File: src/rtl/shift_sequencer.sv
// Sequences an external shift register through load, shift and capture for one shift request.
// Done arrives 4 cycles after start, or 3 when a zero amount skips SHIFT.
// Start is only sampled in IDLE and is ignored while busy.
module shift_sequencer #(
    parameter bit SKIP_ZERO = 1'b1
) (
    input  logic        clk,
    input  logic        reset,
    input  logic        start,
    input  logic [1:0]  op,
    input  logic        use_var,
    input  logic [4:0]  shamt,
    input  logic [31:0] rs_amt,
    input  logic [31:0] data_in,
    input  logic [31:0] shifter_out,
    output logic [2:0]  shifter_ctrl,
    output logic [4:0]  shifter_n,
    output logic [31:0] shifter_in,
    output logic        busy,
    output logic        done,
    output logic [31:0] result,
    output logic        illegal
);

    typedef enum logic [2:0] {
        S_IDLE,
        S_LOAD,
        S_SHIFT,
        S_CAPTURE,
        S_DONE
    } state_t;

    localparam logic [2:0] CTRL_HOLD = 3'b000;
    localparam logic [2:0] CTRL_LOAD = 3'b001;
    localparam logic [1:0] OP_ILLEGAL = 2'b11;

    state_t      state_q, state_d;
    logic [1:0]  op_q, op_d;
    logic [2:0]  shifter_ctrl_q, shifter_ctrl_d;
    logic [4:0]  shifter_n_q, shifter_n_d;
    logic [31:0] shifter_in_q, shifter_in_d;
    logic        busy_q, busy_d;
    logic        done_q, done_d;
    logic [31:0] result_q, result_d;
    logic        illegal_q, illegal_d;

    // Only the low five bits of the register amount are meaningful.
    logic        unused_rs_amt_hi;
    assign unused_rs_amt_hi = ^rs_amt[31:5];

    always_comb begin
        state_d        = state_q;
        op_d           = op_q;
        shifter_ctrl_d = CTRL_HOLD;
        shifter_n_d    = shifter_n_q;
        shifter_in_d   = shifter_in_q;
        done_d         = 1'b0;
        result_d       = result_q;
        illegal_d      = 1'b0;

        // Outputs are registered, so each branch sets what the next state must present.
        case (state_q)
            S_IDLE: begin
                if (start) begin
                    if (op == OP_ILLEGAL) begin
                        illegal_d = 1'b1;
                    end else begin
                        op_d           = op;
                        shifter_n_d    = use_var ? rs_amt[4:0] : shamt;
                        shifter_in_d   = data_in;
                        shifter_ctrl_d = CTRL_LOAD;
                        state_d        = S_LOAD;
                    end
                end
            end
            S_LOAD: begin
                if (SKIP_ZERO && (shifter_n_q == 5'd0)) begin
                    state_d = S_CAPTURE;
                end else begin
                    shifter_ctrl_d = {1'b0, op_q} + 3'd2;
                    state_d        = S_SHIFT;
                end
            end
            S_SHIFT: begin
                state_d = S_CAPTURE;
            end
            S_CAPTURE: begin
                result_d = shifter_out;
                done_d   = 1'b1;
                state_d  = S_DONE;
            end
            S_DONE: begin
                state_d = S_IDLE;
            end
            default: begin
                state_d = S_IDLE;
            end
        endcase

        busy_d = (state_d != S_IDLE);
    end

    always_ff @(posedge clk) begin
        if (reset) begin
            state_q        <= S_IDLE;
            op_q           <= 2'b00;
            shifter_ctrl_q <= CTRL_HOLD;
            shifter_n_q    <= 5'd0;
            shifter_in_q   <= 32'd0;
            busy_q         <= 1'b0;
            done_q         <= 1'b0;
            result_q       <= 32'd0;
            illegal_q      <= 1'b0;
        end else begin
            state_q        <= state_d;
            op_q           <= op_d;
            shifter_ctrl_q <= shifter_ctrl_d;
            shifter_n_q    <= shifter_n_d;
            shifter_in_q   <= shifter_in_d;
            busy_q         <= busy_d;
            done_q         <= done_d;
            result_q       <= result_d;
            illegal_q      <= illegal_d;
        end
    end

    assign shifter_ctrl = shifter_ctrl_q;
    assign shifter_n    = shifter_n_q;
    assign shifter_in   = shifter_in_q;
    assign busy         = busy_q;
    assign done         = done_q;
    assign result       = result_q;
    assign illegal      = illegal_q;

endmodule

File: config.mk
export PLATFORM = sky130hd
export DESIGN_NAME = shift_sequencer
export DESIGN_NICKNAME = d
export VERILOG_FILES = /design/src/rtl/shift_sequencer.sv
export SDC_FILE = /design/constraint.sdc
export NUM_CORES = 1
export LEC_CHECK = 0
export CORE_AREA = 5 5 94 96
export CTS_BUF_LIST = sky130_fd_sc_hd__clkbuf_16
export DETAILED_ROUTE_END_ITERATION = 8
export DIE_AREA = 0 0 99 101
export PLACE_DENSITY_LB_ADDON = 0.08
export RECOVER_POWER = 25
export SYNTH_ARGS = -nofsm -noshare
export SYNTH_HDL_FRONTEND = slang
export SYNTH_SLANG_ARGS = --single-unit
export TNS_END_PERCENT = 5
File: constraint.sdc
create_clock -name clk -period 5.2 [get_ports clk]
set_clock_uncertainty 0.15 [all_clocks]
set_input_delay 1.04 -clock clk [delete_from_list [all_inputs] [get_ports clk]]
set_output_delay 1.04 -clock clk [all_outputs]
set_load 0.02 [all_outputs]
[Word level (Yosys, flattened, before mapping)]
Index checks and enable logic that the tools add are counted.
Operators by class
  $lt $le $gt $ge: 0
  eq/ne operators: 4
  mux-type cells: 11
  bitwise logic cells: 3
  add/sub/neg operators: 1
  $mul: 0
  reductions and logical operators: 5
  div/mod/pow operators: 0
  shift-type cells: 0
Operators by type and width (count)
  $pmux 3 s4: 1
  $mux 3: 3
  $eq 3x2->1 const B: 2
  $pmux 3 s2: 1
  $logic_not 5->1: 1
  $mux 1: 5
  $mux 5: 1
  $add 2x2->3 const B: 1
  $eq 3x1->1 const B: 1
  $logic_not 3->1: 1
  $not 1->1: 3
  $reduce_and 3->1: 1
  $reduce_bool 3->1: 1
  $reduce_or 3->1: 1
  $eq 2x2->1 const B: 1
Storage, ports and cells
  memories kept: 0
  latch bits: 0
  bits in registers: 80
  output and inout bits: 75
  memory bits (read-only): 0
  memory bits (writable): 0
  input port bits: 107

[Logic depth before layout (Yosys ltp)]
Gate-level depths: netlist of the first run.
  depth in word-level cells: 5
  gate-level depth with buffers: 6
  gate-level depth less buffers: 3

[Worst setup path before layout of the first run]
OpenSTA, ideal clock, no wires.
  path type: in2reg
  from: input port start
  to: register shifter_n_q[0] (netlist: shifter_n[0])
  slack: 2.983 ns
  library setup time: 0.135 ns
  arrival time: 1.932 ns
  stages on the path: 3
  buffers on the path: 0
  cells stage by stage: or4b_2 > a21oi_2 > a211oi_1
On the way
  longest elaborated chain between the ends: 1
Ends and longest elaborated chain
  start, declared: RTL line 9  | input logic start,
  $reduce_and 3->1 (no line)
  end signal, assigned: RTL line 118  | shifter_n_q <= shifter_n_d;
  end, declared: RTL line 40  | logic [4:0] shifter_n_q, shifter_n_d;
No other way between the ends.
A chain may end at the register's enable or synchronous reset.

[Final worst setup path of the first run]
  from: input port reset
  to: register done_q (netlist: done)
RTL lines
  start, declared: RTL line 8  | input logic reset,
  end signal, assigned: RTL line 121  | done_q <= done_d;
  end, declared: RTL line 43  | logic done_q, done_d;
No word-level cell between the ends.

==> results.md, run 1 <==
- Outcome: finished, violations left
- Failing checks: max-capacitance violations, max-slew violations
- HPWL Detailed: about 5.7 mm
- Core Area: roughly 0.0080 mm²
- #FFs+latches synth: 80
- Synth Cell Area: 0.00311 mm²
- Tcrit/Tclk final: 72.3%
- HP Class: flop to flop
- Clk network pwr share: around 34%
- Setup crit end kind: flop
- Total global routing overflow: 0
- Slew @ Worst Pin: 2020 ps
- Via count of the first global-routing pass: ~2800
- CTS tree: built
- Setup violators final: 0
- Worst-path clk slew: approximately 60 ps
- DRC Markers: 0
- PwrDens: approximately 380 mW/mm²
- Total setup buffers inserted after CTS: 0
- H-tree depth: 3
- P_int: around 1.4 mW
- F_max: 266 MHz
- Tmin final: 3760 ps
- Fraction of layout cells with a size suffix above 1: approximately 11%
- Synth area leader: dfxtp_1
- Clock latency on the worst-skew pair: between 300 and 400 ps
- Starting Density: between 30% and 40%
- I/O pins: roughly 180
- P_leak: ~1.8 nW
- # port buffers: roughly 150
- CTS resizes: 0
- DR pass1 iterations: 4
- Final net count: 595
- Netlist cell types: 26
- Via count: around 2900
- Cells after synthesis: ~350
- Max-Cap Viols: 2
- Worst-path maximum fanout: between 40 and 50
- Syn_nets: 461
- Syn avg cell area: about 8.8 µm²
- RSZ-0062 raised after global routing: false
- Top post-synthesis cells by area: dfxtp_1 52%, a21oi_1 12%, a21bo_2 10%
- Finished Layout Cells: about 600
- Vias/cell: approximately 4.9
- Startpoint types: primary input
- Slew HR: -34.9%
- Critical Path RT: about 5200 ps
- Final ANT Viol Nets: 0
- Area grow syn2layout: 60.2%
- GPL Wtd Cong: between 0.7 and 0.8
- Sequential share of the synthesized area: between 50% and 60%
- Routed WL: between 8 and 9 mm
- DR iter-0 viols: 92
- # diodes: 0
- Final Max Tran Viols: 81
- Root Buffer Master: clkbuf_16
- Die W: about 99 µm
- Finished Cell Area: 0.00498 mm²
- Cells after DPL: roughly 580
- Clk buf depth: 2
- Worst setup margin: ~1400 ps
- Overall Global Routing Usage: between 10% and 20%
- Critical path type: primary input to flop
- Fin. Hold Viols: 0
- Chip height: ~100 µm
- Reg power frac: just under 40%
- Synth warn: 0
- Hold Buf Count CTS: 0
- Num CTS Buffers: 9
- VDD IR max: approximately 0.00020 V
- Logic pwr share: between 20% and 30%
- Largest net degree at the start of global routing: 65
- Initial antenna violation count: 0
- WL/cell: roughly 14 µm
- Setup TNS: 0 ps
- Die area: ~0.01 mm²
- Sw Share: between 20 and 30%
- Pre-CTS setup slack: 2030 ps
- First-pass GRT wire length: 13.4 mm
- Synth top area share: around 52%
- Clock Sink Count: 80
- Placed Area: between 0.004 and 0.005 mm²
- Arr. time, crit path: about 3800 ps
- Row cnt: 33
- Sw Pwr: 522 µW
[cell usage after synthesis (all sizes together)]
cell type / instances
a211oi: 6
a21bo: 32
a21oi: 73
a311oi: 1
and3b: 1
buf: 9
clkbuf: 26
dfxtp: 80
inv: 2
mux2i: 5
nand2: 66
nand2b: 1
nand3: 32
nand3b: 1
nor2: 6
nor3: 3
nor4b: 2
nor4bb: 1
o21a: 1
o21ai: 2
or4: 1
or4b: 2
xnor2: 1
[path summary, 6_finish.rpt]
path / from / to / cells past startpoint / slack (ps)
max: reset / done / 3 / 1440
min: result[14] / result[14] / 2 / 300
max reg2reg: state_q[1] / shifter_in[26] / 4 / 2980
min reg2reg: result[14] / result[14] / 2 / 300
[critical path, cell delays in order]
cell and delay, ps:
clkbuf_1 1410, clkbuf_1 1180, nor2_1 100
[placed cells by master, fill, tap and decap left out]
cell	Yosys	layout
nor4b_1	2	1
nor4bb_1	1	1
xnor2_1	1	1
a21oi_1	72	72
dlygate4sd3_1	0	1
nor2_1	6	6
a211oi_1	6	6
or4b_4	1	1
and3b_1	1	1
a311oi_2	1	1
dfxtp_1	80	80
nand2b_1	1	1
buf_4	0	2
a21bo_2	32	32
a21oi_2	1	1
clkdlybuf4s50_1	0	152
or4_4	1	1
nand2_1	66	65
nand2_2	0	1
o21a_1	1	1
o21ai_0	2	2
nand3_1	32	32
clkbuf_16	0	9
bufinv_16	0	2
clkinv_1	0	1
or4b_2	1	1
nand3b_1	1	1
buf_12	0	1
mux2i_1	5	5
clkbuf_1	26	2
nor3_1	3	3
inv_1	2	2
nor4b_2	0	1
clkinv_2	0	2
[metrics by stage]
step / utilization, % / total power [mW] / hold slack [ps]
after floorplan: - / 1.03 / 263
after detailed placement: 58.8 / 1.25 / 298
final: 62.5 / 1.87 / 301
after global placement: 58.8 / 1.24 / 292
after global routing: 62.5 / 1.97 / 321
after CTS: 62.5 / 1.90 / 303
[final cells by class]
type                    count  area, µm²
clock inverters             5       73.8
inverters                   2       7.51
repair buffers            158       1570
fillers                   672       2990
well taps                 105        131
clock buffers               9        225
flip-flops and latches     80       1600
multi-input cells         237       1370
[state kept, by name, summed over array words and instances, names as in the netlist]
name	count
result	32
shifter_in	32
shifter_n	5
shifter_ctrl	3
state_q	3
op_q	2
busy	1
done	1
illegal	1
[layer usage]
layer | track usage [%] | vias up | routed length, µm
met3 | 7.34 | 6 | 766
met1 | 19.4 | 1320 | 3490
met4 | 5.57 | 0 | 54
met5 | 0 | - | 0
met2 | 27.1 | 93 | 4040
li1 | - | 1477 | -
[power groups by stage]
| stage | Clock (mW) | Combinational, mW | Sequential (mW) |
|---|---|---|---|
| after floorplan | 0 | 0.232 | 0.798 |
| after global placement | 0 | 0.508 | 0.737 |
| after detailed placement | 0 | 0.513 | 0.741 |
| after CTS | 0.661 | 0.515 | 0.727 |
| after global routing | 0.683 | 0.550 | 0.737 |
| final | 0.639 | 0.508 | 0.727 |
[logic make-up (layout without fill, tap and decap cells)]
| kind of cell | count (synthesis) | count (layout) | share of synthesized area, % |
|---|---|---|---|
| AOI/OAI and AO/OA | 115 | 115 | 24.7 |
| xor gates and xnor gates | 1 | 1 | 0.282 |
| buffers and inverters | 37 | 174 | 4.79 |
| DFF | 80 | 80 | 51.6 |
| muxes | 5 | 5 | 1.61 |
| and+or+nand+nor | 116 | 116 | 17.1 |
(Power assumes the default switching activity.)
==> run 2: changes to the inputs <==
--- a/config.mk
+++ b/config.mk
@@ -5,10 +5,10 @@
 export SDC_FILE = /design/constraint.sdc
 export NUM_CORES = 1
 export LEC_CHECK = 0
-export CORE_AREA = 5 5 94 96
+export CORE_AREA = 5 5 97 99
 export CTS_BUF_LIST = sky130_fd_sc_hd__clkbuf_16
 export DETAILED_ROUTE_END_ITERATION = 8
-export DIE_AREA = 0 0 99 101
+export DIE_AREA = 0 0 102 104
 export PLACE_DENSITY_LB_ADDON = 0.08
 export RECOVER_POWER = 25
 export SYNTH_ARGS = -nofsm -noshare
==> constraint.sdc (replaced) <==
create_clock -name clk -period 3.6 [get_ports clk]
set_clock_uncertainty 0.15 [all_clocks]
set_input_delay 0.72 -clock clk [delete_from_list [all_inputs] [get_ports clk]]
set_output_delay 0.72 -clock clk [all_outputs]
set_load 0.02 [all_outputs]
==> run 2 against run 1 <==
Net effect: the flow now finishes without violations; sequential share of layout area rose by 0.065 points; die area increased by 6.1%; global-route usage decreased by 1.1 points; register-to-register slack worse by 1400 ps; non-clock buffer count is 2 higher; via count is 0.90% higher; flip-flop and latch count did not move; largest power group unchanged.
==> results.md, run 2 (synthesis results as in run 1) <==
- Startpoint types: primary input
- Overall Global Routing Usage: between 10% and 20%
- Arr. time, crit path: between 2000 and 3000 ps
- Commonest non-fill, non-tap cells in the layout: 128 x clkdlybuf4s50_1, 80 x dfxtp_1, 72 x a21oi_1
- Total global routing overflow: 0
- Finished Cell Area: 0.00497 mm²
- Slew HR: approximately 2.8%
- HPWL Detailed: about 5.8 mm
- Tcrit/Tclk final: 72.7%
- Layout filler cell count: 782
- Commonest non-fill, non-tap cell in the layout: clkdlybuf4s50_1
- Setup crit end kind: flop
- Worst-path maximum fanout: 31
- Final Max Tran Viols: 0
- Fin. Hold Viols: 0
- Fraction of layout cells with a size suffix above 1: 10.9%
- # diodes: 0
- Root Buffer Master: clkbuf_16
- Core Area: about 0.0085 mm²
- Largest net degree at the start of global routing: between 70 and 80
- Placed Area: roughly 0.0047 mm²
- Clk buf depth: 2
- Chip height: about 100 µm
- Via count of the first global-routing pass: approximately 2700
- FF-to-FF setup slack: 1600 ps
- Critical path type: primary input to flop
- P_leak: approximately 1.8 nW
- Row cnt: 34
- DR pass1 iterations: 4
- F_max: ~380 MHz
- Final net count: between 500 and 600
- H-tree depth: 3
- RSZ-0062 raised after global routing: false
- GPL Wtd Cong: 0.732
- Starting Density: around 37%
- Overall power: approximately 2.6 mW
- Initial antenna violation count: 0
- Clock latency on the worst-skew pair: about 320 ps
- Clock Sink Count: 80
- Tmin final: 2620 ps
- Worst-path clk slew: 60 ps
- Die W: slightly above 100 µm
- DR iter-0 viols: 67
- # port buffers: 154
- Critical Path RT: 3620 ps
- Outcome: finished clean
- Die area: roughly 0.011 mm²
- Setup TNS: 0 ps
- WL/cell: ~14 µm
- I/O pins: around 180
- PwrDens: approximately 530 mW/mm²
- Num CTS Buffers: 9
- CTS tree: built
- Vias/cell: about 4.8
- Max-Cap Viols: 0
- Slew @ Worst Pin: between 1000 and 1500 ps
- DRC Markers: 0
- Area grow syn2layout: 59.9%
- Routed WL: 8.49 mm
- Setup violators final: 0
- HP Class: flop to flop
- Via count: roughly 3000
- Final ANT Viol Nets: 0
- First-pass GRT wire length: between 10 and 15 mm
- Hold Buf Count CTS: 0
- VDD IR max: ~0.00028 V
- Total setup buffers inserted after CTS: 0
- CTS resizes: 0
[run 2: final timing paths]
| kind | start | endpoint | cells past startpoint |
|---|---|---|---|
| worst max-delay path | reset | illegal | 3 |
| worst min-delay path | op_q[1] | shifter_ctrl[1] | 1 |
| worst max register to register | state_q[1] | result[28] | 3 |
| worst min register to register | op_q[1] | shifter_ctrl[1] | 1 |
[run 2: final cells by class]
cell class	count	area (µm²)	area share, %
Multi-Input combinational cell	237	1360	27.3
Inverter	2	7.51	0.151
Clock buffer	9	225	4.53
Timing Repair Buffer	160	1590	31.9
Tap cell	108	135	2.72
Sequential cell	80	1600	32.2
Clock inverter	7	53.8	1.08
[run 2: power breakdown]
part / switching, mW / leakage [nW] / internal (mW)
registers: 0.0601 / 0.651 / 0.986
logic: 0.363 / 1.04 / 0.359
clock network: 0.331 / 0.141 / 0.523
total: 0.754 / 1.83 / 1.87
[run 2: through the flow]
step	std cells	hold slack (ps)	setup slack, ps	util, %
2_1_floorplan	354	263	1700	-
3_3_place_gp	587	287	827	55.6
3_5_place_dp	587	293	802	55.6
4_1_cts	603	301	1150	58.9
5_1_grt	603	311	779	58.7
6_report	603	298	981	58.7
[run 2: critical path: stages]
cell	delay, ps
clkbuf_1	1030
clkbuf_1	730
nor3_1	140
[run 2: routing by layer]
layer,vias to the layer above,global-route usage (%),share of wire [%]
li1,1490,-,-
met1,1334,19.0,42
met2,88,23.6,47
met3,10,6.57,9.4
met4,0,6.00,1.1
met5,-,0,0
==> run 3: changes to the inputs <==
--- a/config.mk
+++ b/config.mk
@@ -5,10 +5,10 @@
 export SDC_FILE = /design/constraint.sdc
 export NUM_CORES = 1
 export LEC_CHECK = 0
-export CORE_AREA = 5 5 97 99
+export CORE_AREA = 5 5 102 104
 export CTS_BUF_LIST = sky130_fd_sc_hd__clkbuf_16
 export DETAILED_ROUTE_END_ITERATION = 8
-export DIE_AREA = 0 0 102 104
+export DIE_AREA = 0 0 107 109
 export PLACE_DENSITY_LB_ADDON = 0.08
 export RECOVER_POWER = 25
 export SYNTH_ARGS = -nofsm -noshare
==> constraint.sdc (replaced) <==
create_clock -name clk -period 2.4 [get_ports clk]
set_clock_uncertainty 0.15 [all_clocks]
set_input_delay 0.48 -clock clk [delete_from_list [all_inputs] [get_ports clk]]
set_output_delay 0.48 -clock clk [all_outputs]
set_load 0.02 [all_outputs]
==> run 3 against run 2 <==
Net effect: global-route usage decreased by 1.1 points; worst hold slack improved by 1.3 ps; power increased by 55%; largest power group unchanged; sequential power up 50%; core utilization is 5.4 points lower; clock-buffer cell count stayed put; non-clock buffer count is 1 higher; setup slack worse by 620 ps; die area is 9.9% higher.
==> results.md, run 3 (synthesis results as in run 1) <==
- Critical path type: primary input to flop
- Slew @ Worst Pin: about 690 ps
- Chip height: 109 µm
- Clk buf depth: 2
- Vias/cell: between 4 and 5
- PwrDens: 809 mW/mm²
- HPWL Detailed: 5.97 mm
- CTS tree: built
- Outcome: finished clean
- Final core utilization: a little over half
- Slew HR: 53.7%
- Via count: slightly below 3000
- GPL Wtd Cong: approximately 0.70
- First-pass GRT wire length: around 13 mm
- F_max: 491 MHz
- Setup crit end kind: flop
- DRC Markers: 0
- Root Buffer Master: clkbuf_16
- Arr. time, crit path: 2060 ps
- Total setup buffers inserted after CTS: 0
- Startpoint types: primary input
- Final Max Tran Viols: 0
- Pre-CTS setup slack: between 100 and 150 ps
- RSZ-0062 raised after global routing: false
- Max-Cap Viols: 0
- Commonest non-fill, non-tap cells in the layout: 152 x clkdlybuf4s50_1, 80 x dfxtp_1, 72 x a21oi_1
- # port buffers: about 150
- Worst-path clk slew: 60 ps
- Num CTS Buffers: 9
- Tmin final: around 2000 ps
- Setup TNS: 0 ps
- Total global routing overflow: 0
- Clock Sink Count: 80
- Hold Buf Count CTS: 0
- Logic pwr share: between 20% and 30%
- P_int: 2.93 mW
- Sw Share: 28.0%
- DR pass1 iterations: 4
- Worst-path maximum fanout: 5
- Worst setup margin: 364 ps
- Die area: approximately 0.012 mm²
- Via count of the first global-routing pass: 2673
- Initial antenna violation count: 0
- Largest net degree at the start of global routing: 65
- Routed WL: around 8.7 mm
- P_leak: 1.79 nW
- Final net count: approximately 600
- Starting Density: approximately a third
- Row cnt: 36
- Sw Pwr: 1.14 mW
- Overall Global Routing Usage: between 10 and 15%
- Cells after DPL: about 600
- DR iter-0 viols: around 110
- Clock latency on the worst-skew pair: ~320 ps
- Area grow syn2layout: 62.2%
- # diodes: 0
- VDD IR max: roughly 0.00044 V
- Die W: roughly 110 µm
- Overall power: between 4 and 5 mW
- Clk network pwr share: 34.0%
- Critical Path RT: 2420 ps
- Reg power frac: between 30% and 40%
- CTS resizes: 0
- Commonest non-fill, non-tap cell in the layout: clkdlybuf4s50_1
- WL/cell: roughly 14 µm
- Final ANT Viol Nets: 0
- FF-to-FF setup slack: 520 ps
- Tcrit/Tclk final: roughly 85%
- Layout filler cell count: 887
- Fraction of layout cells with a size suffix above 1: around an eighth
- HP Class: flop to flop
- I/O pins: 182
- Fin. Hold Viols: 0
- Finished Layout Cells: about 610
- Core Area: between 0.009 and 0.01 mm²
- H-tree depth: 3
- Setup violators final: 0
[run 3: metal layers]
metal / vias to the layer above / global-route usage [%] / share of wire [%]
met5: - / 0 / 0
li1: 1487 / - / -
met4: 0 / 3.29 / 1.1
met2: 80 / 23.9 / 48
met1: 1334 / 17.2 / 43
met3: 10 / 6.16 / 7.2
[run 3: per-stage QoR]
step	area, µm²	hold slack [ps]
6_report	5040	300
5_1_grt	5040	308
4_1_cts	5040	301
3_5_place_dp	4740	283
3_3_place_gp	4740	283
2_1_floorplan	3110	263
[run 3: final cells by class]
class	instances	area (µm²)	area share [%]
Timing Repair Buffer	161	1620	32.2
Sequential cell	80	1600	31.8
Multi-Input combinational cell	237	1360	27.0
Clock buffer	9	225	4.47
Tap cell	114	143	2.83
Clock inverter	6	76.3	1.51
Inverter	2	7.51	0.149
[run 3: final timing paths]
check / startpoint / to / cells past startpoint
worst max-delay path: start / shifter_n[2] / 4
worst max register to register: shifter_n[0] / state_q[0] / 3
worst min-delay path: op_q[1] / shifter_ctrl[1] / 1
worst min register to register: op_q[1] / shifter_ctrl[1] / 1
[run 3: power by group through the flow]
stage | clock network, mW | logic [mW] | registers [mW]
floorplan | 0 | 0.502 | 1.73
global placement | 0 | 1.12 | 1.60
detailed placement | 0 | 1.13 | 1.60
CTS | 1.44 | 1.14 | 1.58
global route | 1.50 | 1.20 | 1.59
finish | 1.39 | 1.11 | 1.57
[run 3: worst max-delay path, stage by stage]
cell	delay, ps
dlygate4sd3_1	540
or4b_2	640
a21oi_2	280
a211oi_1	120
==> RTL change (settings of run 2) <==
Reset style: asynchronous (`reset`), changed in one clocked block.
--- a/src/rtl/shift_sequencer.sv
+++ b/src/rtl/shift_sequencer.sv
@@ -100,7 +100,7 @@
         busy_d = (state_d != S_IDLE);
     end
 
-    always_ff @(posedge clk) begin
+    always_ff @(posedge clk or posedge reset) begin
         if (reset) begin
             state_q        <= S_IDLE;
             op_q           <= 2'b00;
Function: differs if reset is asserted again (counterexample within 4 cycles, from zero or initial values and one cycle with reset high); with reset held inactive, the same outputs for 10 cycles.
==> RTL change against run 2 <==
- the flow now finishes with violations (capacitance limit, slew limit)
- area after synthesis rose by 2.8%
- critical path depth rose by 1
- routed wire length fell by 12%
- cell area rose by 3.3%
- worst setup slack got worse by 0.061 ns
- global-route usage fell by 1.3 points
- via count fell by 28%
- sequential cell count did not move
- critical endpoint is now shifter_in[13]$_DFFE_PP0N_
- largest cell class unchanged
Power is not compared: it rests on default switching activity, and its combinational part moved more than twofold at a synthesized area within 25%.
==> RTL change: results (changes against run 2) <==
max_cap viols 2 (was 0); GRT Overall Usage 14.1% (was 15.4%); Max FO, Critical Path 40 (was 31); first-pass GRT wire length 11,600 um (was 13,100 um); DRT iter0 DRCs 43 (was 67); Syn Nets 295 (was 461); fmax 373 MHz (was 382 MHz); hold slack 0.295 ns (was 0.298 ns); sequential fraction of the synthesis area 62.7% (was 51.6%); pre-CTS worst setup slack 0.569 ns (was 0.802 ns); GRT met2 Usage 22.6% (was 23.6%); CP max stage cell or4b_1 (was clkbuf_1); # fillers 662 (was 782); WHS Endpoint shifter_ctrl[1]$_DFF_PP0_ (was shifter_ctrl[1]$_SDFF_PP0_); routed wl met2 3620 um (was 4020 um); non-filler cells, final 458 (was 603); failing checks capacitance limit, slew limit; share of cells above drive strength 1 26.6% (was 10.9%); Max stage delay on crit path 0.54 ns (was 1.03 ns); Worst Setup EP shifter_in[13]$_DFFE_PP0N_ (was illegal$_SDFF_PP0_); Rel. slew slack -34.8% (was 2.84%); Netlist cell types 20 (was 26); number of global-route vias before repair 2,184 (was 2,699); GR Util met3 4.16% (was 6.57%); max-slew violations 79 (was 0); vias post-DR 2,093 (was 2,922); RePlAce Congestion 0.703 (was 0.732); ys async rst share 100% (was 0%); status finished with violations (was finished clean); Post-synth top cells dfrtp_1 (80), mux2_2 (37), mux2_4 (37) (was dfxtp_1 (80), a21oi_1 (72), nand2_1 (66)); largest net degree at the start of global routing 46 (was 73); drt total wl 7440 um (was 8490 um); grt met1 use 18.1% (was 19.0%); worst r2r dst result[5]$_DFFE_PP0P_ (was result[28]$_SDFFE_PP0P_)
==> RTL change: changes by cell type in the layout (fill, tap and decap cells not counted), moves of 6 or more <==
cell	delta
a211oi_1	-6
a21bo_2	-31
a21oi_1	-70
clkdlybuf4s50_1	+25
dfrtp_1	+80
dfxtp_1	-80
dlygate4sd3_1	-24
mux2_2	+37
mux2_4	+37
nand2_1	-62
nand3_1	-32
==> RTL change: layout make-up <==
cell class / count / area share, %
inverters: 1 / 0.0975
clock buffers: 9 / 4.39
clock inverters: 5 / 1.44
repair buffers: 156 / 30.5
flip-flops and latches: 80 / 39.0
well taps: 108 / 2.63
multi-input cells: 99 / 21.9
==> RTL change: cells by family after synthesis <==
| logic type | after synthesis | share of synthesized area [%] |
|---|---|---|
| and+or+nand+nor | 18 | 3.13 |
| muxes | 74 | 30.4 |
| buffers and inverters | 9 | 2.15 |
| AOI/OAI and AO/OA | 7 | 1.61 |
| DFF | 80 | 62.7 |
